[src/rtl/imm_gen_pipe.sv]
// Decode-stage immediate generator: forms the sign-extended I/S/B/U/J immediate
// and hands it to the consumer through a two-entry skid buffer with a sideband tag.
module imm_gen_pipe #(
  parameter int unsigned XLEN      = 32,
  parameter int unsigned TAG_WIDTH = 32
) (
  input  logic                 clk,
  input  logic                 rst,
  input  logic                 inValid,
  output logic                 inReady,
  input  logic [31:0]          instruction,
  input  logic [2:0]           immType,
  input  logic [TAG_WIDTH-1:0] inTag,
  output logic                 outValid,
  input  logic                 outReady,
  output logic [XLEN-1:0]      extendedImm,
  output logic [TAG_WIDTH-1:0] outTag,
  output logic                 immErr
);

  localparam int unsigned IW = 32;

  localparam logic [2:0] TYPE_I = 3'd0;
  localparam logic [2:0] TYPE_S = 3'd1;
  localparam logic [2:0] TYPE_B = 3'd2;
  localparam logic [2:0] TYPE_U = 3'd3;
  localparam logic [2:0] TYPE_J = 3'd4;

  if (XLEN != 32 && XLEN != 64) begin : g_bad_xlen
    $error("imm_gen_pipe: XLEN must be 32 or 64");
  end

  typedef enum logic [1:0] {
    EMPTY = 2'd0,
    ONE   = 2'd1,
    TWO   = 2'd2
  } state_t;

  state_t state, state_nxt;

  logic                 accept, deliver;
  logic                 load_out_in, load_out_skid, load_skid;
  logic [IW-1:0]        imm32;
  logic                 imm_err_c;
  logic [XLEN-1:0]      imm_x;
  logic [XLEN-1:0]      skid_imm;
  logic [TAG_WIDTH-1:0] skid_tag;
  logic                 skid_err;
  logic                 unused_opcode;

  // Opcode field is decoded elsewhere; the format comes in on immType.
  assign unused_opcode = ^instruction[6:0];

  assign accept  = inValid & inReady;
  assign deliver = outValid & outReady;

  // Immediate formation at 32 bits, then sign-extend to XLEN.
  always_comb begin
    imm32     = '0;
    imm_err_c = 1'b0;
    case (immType)
      TYPE_I: imm32 = {{20{instruction[31]}}, instruction[31:20]};
      TYPE_S: imm32 = {{20{instruction[31]}}, instruction[31:25], instruction[11:7]};
      TYPE_B: imm32 = {{19{instruction[31]}}, instruction[31], instruction[7],
                       instruction[30:25], instruction[11:8], 1'b0};
      TYPE_U: imm32 = {instruction[31:12], 12'b0};
      TYPE_J: imm32 = {{11{instruction[31]}}, instruction[31], instruction[19:12],
                       instruction[20], instruction[30:21], 1'b0};
      default: begin
        imm32     = '0;
        imm_err_c = 1'b1;
      end
    endcase
    imm_x = XLEN'($signed(imm32));
  end

  // Occupancy FSM: state register.
  always_ff @(posedge clk) begin
    if (rst) begin
      state    <= EMPTY;
      outValid <= 1'b0;
      inReady  <= 1'b1;
    end else begin
      state    <= state_nxt;
      outValid <= (state_nxt != EMPTY);
      inReady  <= (state_nxt != TWO);
    end
  end

  // Occupancy FSM: next state and load controls.
  always_comb begin
    state_nxt     = state;
    load_out_in   = 1'b0;
    load_out_skid = 1'b0;
    load_skid     = 1'b0;
    case (state)
      EMPTY: begin
        if (accept) begin
          load_out_in = 1'b1;
          state_nxt   = ONE;
        end
      end
      ONE: begin
        if (accept && deliver) begin
          load_out_in = 1'b1;
        end else if (accept) begin
          load_skid = 1'b1;
          state_nxt = TWO;
        end else if (deliver) begin
          state_nxt = EMPTY;
        end
      end
      TWO: begin
        if (deliver) begin
          load_out_skid = 1'b1;
          state_nxt     = ONE;
        end
      end
      default: state_nxt = EMPTY;
    endcase
  end

  // Output and skid storage; data outputs hold whenever not loaded.
  always_ff @(posedge clk) begin
    if (rst) begin
      extendedImm <= '0;
      outTag      <= '0;
      immErr      <= 1'b0;
      skid_imm    <= '0;
      skid_tag    <= '0;
      skid_err    <= 1'b0;
    end else begin
      if (load_out_in) begin
        extendedImm <= imm_x;
        outTag      <= inTag;
        immErr      <= imm_err_c;
      end else if (load_out_skid) begin
        extendedImm <= skid_imm;
        outTag      <= skid_tag;
        immErr      <= skid_err;
      end
      if (load_skid) begin
        skid_imm <= imm_x;
        skid_tag <= inTag;
        skid_err <= imm_err_c;
      end
    end
  end

endmodule
[config.mk]
export PLATFORM = sky130hd
export DESIGN_NAME = imm_gen_pipe
export DESIGN_NICKNAME = d
export VERILOG_FILES = /design/src/rtl/imm_gen_pipe.sv
export SDC_FILE = /design/constraint.sdc
export NUM_CORES = 1
export LEC_CHECK = 0
export CORE_MARGIN = 1.5
export CORE_UTILIZATION = 45
export CTS_CLUSTER_DIAMETER = 80
export CTS_CLUSTER_SIZE = 25
export DETAILED_ROUTE_END_ITERATION = 8
export PLACE_DENSITY = 0.79
export SYNTH_ARGS = -nofsm -noshare
export SYNTH_HDL_FRONTEND = slang
export SYNTH_SLANG_ARGS = --single-unit
export TNS_END_PERCENT = 50
[constraint.sdc]
create_clock -name clk -period 1.8 [get_ports clk]
set_clock_uncertainty 0.1 [all_clocks]
set_input_delay 0.18 -clock clk [delete_from_list [all_inputs] [get_ports clk]]
set_output_delay 0.18 -clock clk [all_outputs]
set_load 0.005 [all_outputs]
* Yosys cells after proc, flatten, opt, wreduce, memory -nomap -nowiden
Index checks and enable logic that the tools add are counted.
** Word-level totals
- Bits in registers :: 134
- Bits of input ports :: 71
- Output and inout port bits :: 67
- Word-level logic and storage cells :: 45
** Operators by class
- Equality and inequality tests :: 7
- Muxes and demuxes :: 21
- Bitwise gates (word level) :: 2
- Reductions and logical operators :: 6
** Operators with widths (count)
- $pmux 32 s5 :: 1
- $mux 32 :: 4
- $mux 2 :: 5
- $mux 1 :: 9
- $eq 3x2->1 const B :: 2
- $pmux 2 s3 :: 1
- $reduce_or 5->1 :: 1
- $reduce_bool 2->1 :: 2
- $eq 3x1->1 const B :: 1
- $eq 3x3->1 const B :: 1
- $logic_not 3->1 :: 1
- $and 1x1->1 :: 2
- $eq 2x1->1 const B :: 1
- $eq 2x2->1 const B :: 1
- $logic_not 2->1 :: 1
- $ne 2x2->1 const B :: 1
- $pmux 1 s2 :: 1
- $logic_and 1x1->1 :: 1

* Depth between registers and ports, before layout
- Depth in word-level cells :: 6
- Gate-level depth with buffers :: 8
- Depth with buffers taken out :: 4

* Least setup slack after synthesis
OpenSTA, ideal clock, no wires.
- Kind :: reg-to-reg
- From :: reg state[1]
- To :: reg extendedImm[19]
- Library setup time :: 0.131 ns
- Data arrival time :: 1.334 ns
- Data required time :: 1.569 ns
- Path slack :: 0.236 ns
- Cell stages (with the launch flop) :: 7
- Buffers on the path :: 2
- Clock period less this slack :: 1.564 ns
- Cells stage by stage :: dfxtp_1 > clkbuf_2 > nor2b_1 > nand2_1 > clkbuf_1 > a41oi_1 > o31ai_1
** Between the ends
- Longest elaborated chain between the ends :: 3
- Elaborated cells between the ends (all ways) :: 7
- Those cells by class :: 2 x eq/ne; 3 x mux; 2 x reduce/logical
** RTL lines
- start: declaration :: RTL line 39 : state_t state, state_nxt;
- start signal: assignment :: RTL line 84 : state <= state_nxt;
- $eq 2x1->1, or another cell as far along :: RTL line 96 : case (state)
- $pmux 1 s2 / $mux 1 (equally long branches) :: RTL line 96
- $mux 32 / $reduce_bool 2->1 (equally long branches)
- end signal: assignment :: RTL line 134 : extendedImm <= imm_x;
- end signal: assignment :: RTL line 138 : extendedImm <= skid_imm;
- end: declaration :: RTL line 16 : output logic [XLEN-1:0] extendedImm,
Parallel ways exist; a longest one is shown, timed or not.
A chain may end at the register's enable or synchronous reset.

* Final worst setup path
- From :: reg state[0]
- To :: reg skid_imm[26]
** Between the ends
- Longest elaborated chain between the ends :: 2
** RTL lines
- $eq 2x1->1 :: RTL line 96
- $mux 1 :: RTL line 96
- end signal: assignment :: RTL line 143 : skid_imm <= imm_x;
- end: declaration :: RTL line 46 : logic [XLEN-1:0] skid_imm;
Every way passes these cells.

==> impl_metrics.toml <==
[timing]
fin_setup_tns_ns = 0
min_period_ns = 1.66
hold_ws_ns = 0.241
hold_violations = 0
fin_crit_sh_pct = 92.2
relSlewSlack_pct = 62.8
drv_slew = 0
fmax_ghz = 0.602
rsz0062_at_grt = "false"
setup_violations = 0
worstMarginPinSlew_ns = 0.558

[worst_setup_path]
cp-end-kind = "flop"
r2r_start = "state[0]$_SDFF_PP0_"
critical_path_class = "reg -> reg"
critPathMaxFanout = 20
cp.arrival_ns = 1.91
r2r_setup_slack_ns = 0.14
crit_required_ns = 2.05
rr_endpoint = "skid_imm[26]$_SDFFE_PP0P_"
start_kind = "flop"
ff2ff_path_depth = 6

[synthesis]
synth-seq-area-share_pct = 46.2
synth.most_common_cell = "dfxtp_1"
synth_cell_type_count = 44
synth_seq_cells = 134
syn_nets = 807
netlist_area_sq_mm = 0.00580
ys_top_cells_by_area = "dfxtp_1 46%, a21oi_1 8.9%, nand2_1 8.5%"
synth_common_cells = "134 x dfxtp_1, 132 x nand2_1, 103 x a21oi_1"
synth_ff_type = "dfxtp_1"
synth-edff-count = 0
synth_top_cell_by_area = "dfxtp_1"
synth_cells = 736
synth_top_area_share_pct = 46.2
syn_avg_cell_area_sq_um = 7.88
async_flop_share_pct = 0
ys_warn_count = 0

[placed_design]
gp_congestion = 0.868
dp_hpwl_um = 9960
post-place-cells = 1021
io_buffer_count = 130

[floorplanning]
ios = 138
die_h_um = 117
rows = 41
core_sq_mm = 0.0126
initial_core_util_pct = 46.0
die_area_sq_mm = 0.0136
die_w_um = 117

[global_routing]
antenna_found_initial = 0
grt_max_degree = 55
first_global_vias = 5018
grt_use_met2_pct = 36.8
use_met1_pct = 30.6
overflow = 0
grt_first_pass_wirelength_um = 24500
grt_busiest_layer = "met2"
grtUsageMet3_pct = 5.14
track_usage_pct = 23.2

[cts]
cts-root-buf = "clkbuf_16"
cts_sinks = 134
clk_pin_slew_ns = 0.06
h-tree-depth = 4
cts_tree = "done"
clkLatencyLatePin_ns = 0.42
numCtsBuffers = 17
clk_path_buf_depth = 2

[drt]
viasPerCell = 5.45
first_iter_violations = 546
drt-total-wl_um = 15600
dr.pass1.iters = 5
wire_per_inst_um = 14.7
drc = 0
ant_nets = 0
vias = 5751

[outcome]
outcome = "finished, final reports clean"

[hold_path]
whs_path_depth = 3
hold_end = "skid_tag[7]$_SDFFE_PP0P_"
min_from = "inTag[7]"
min_path_type = "in -> reg"

[final_layout]
final_cells = 1056
fin_nets = 942
antennaDiodeCount = 0
layout-drive-gt1-share_pct = 11.0
area_delta_synth_final_pct = 41.4
fillCellCount = 1087

[power_and_ir_drop]
powerDensity_mw_per_mm2 = 1070
p_leak_nw = 3.03
ir_drop_v = 0.000460

[flow_run]
maxCapViolations = 0
how the worst max path moves through the flow:
stage	depth (start not counted)	to	startpoint	slack, ns
CTS	5	outTag[28]$_SDFFE_PP0P_	state[0]$_SDFF_PP0_	0.08
global route	5	outTag[3]$_SDFFE_PP0P_	state[1]$_SDFF_PP0_	0.002
finish	6	skid_imm[26]$_SDFFE_PP0P_	state[0]$_SDFF_PP0_	0.14
detailed placement	6	outTag[28]$_SDFFE_PP0P_	outReady	-0.13
global placement	7	extendedImm[0]$_SDFFE_PP0P_	immType[1]	-0.05
floorplan	6	extendedImm[19]$_SDFFE_PP0P_	state[1]$_SDFF_PP0_	0.24
worst max-delay path, cell delays in order (launching register included):
cell and delay [ns]:
dfxtp_2 0.37, a21bo_2 0.28, nor3_4 0.29, buf_4 0.18
clkbuf_16 0.18, nor2_1 0.06, nor3_1 0.12
flip-flops by register name, summed over array words and instances (netlist names):
name and cells:
extendedImm 32, immErr 1, inReady 1, outTag 32
outValid 1, skid_err 1, skid_imm 32, skid_tag 32
state 2
kinds of logic (layout without fill, tap and decap cells):
| group | Yosys count | in the layout | synth area share, % |
|---|---|---|---|
| buffers and inverters | 74 | 222 | 5.78 |
| muxes | 2 | 2 | 0.345 |
| DFF | 134 | 134 | 46.2 |
| AOI/OAI and AO/OA | 216 | 216 | 23.0 |
| adders and majority gates | 1 | 1 | 0.194 |
| and+or+nand+nor | 309 | 309 | 24.5 |
area by class of cell:
class	count	area, sq um	share of cell area, %
tap	172	215	2.62
timing repair buffer	187	1890	23.0
sequential	134	2680	32.7
clock inverter	9	123	1.50
inverter	3	11.3	0.137
clock buffer	23	488	5.95
multi-input combinational	528	2790	34.1
per-stage QoR:
stage          area, sq um  total power, mW  util, %  setup slack [ns]
3_3_place_gp          7540             5.17     59.8           -0.0484
5_1_grt               8200             9.14     65.0           0.00210
6_report              8200             8.74     65.0             0.140
2_1_floorplan         5800             4.31        -             0.236
3_5_place_dp          7540             5.20     59.8            -0.128
4_1_cts               8160             8.76     64.7            0.0843
repair_timing:
item                       in CTS  in global routing
setup endpoints to repair       0                 23
hold buffers                    1                  0
hold endpoints to repair        6                  0
gates resized for setup         0                  2
setup buffers                   0                  1
layout by cell type (no fill, tap or decap), types with 2 or more instances in the layout:
master,count
clkdlybuf4s50_1,129
o21a_1,8
nor2b_1,10
nor2_1,94
nand4b_1,11
a41oi_1,8
bufinv_16,3
nand3b_1,3
a21oi_1,103
nand2_2,3
nor3b_1,4
clkbuf_8,4
and3_1,8
nor4_1,6
o21ai_1,2
dfxtp_1,133
a31oi_1,8
clkbuf_1,2
nor3_1,20
a211oi_1,47
nand2b_1,3
nand2_1,131
mux2i_1,2
o21ai_0,13
nor4bb_1,4
a22oi_1,12
a221oi_1,2
or3_1,4
o31ai_1,9
buf_12,11
nor3_4,2
inv_1,3
clkinv_2,5
clkbuf_16,18
buf_4,44
power breakdown:
group | leakage (nW) | internal, mW | switching [mW]
clock | 0.303 | 2.31 | 1.25
combinational | 1.63 | 0.918 | 0.845
sequential | 1.10 | 3.26 | 0.157
per-layer routing:
layer / routed length [um] / part of all wire, %
met1: 6980 / 45
met2: 7180 / 46
met3: 1100 / 7.1
met4: 317 / 2.0
met5: 0 / 0
(Power assumes the default switching activity.)
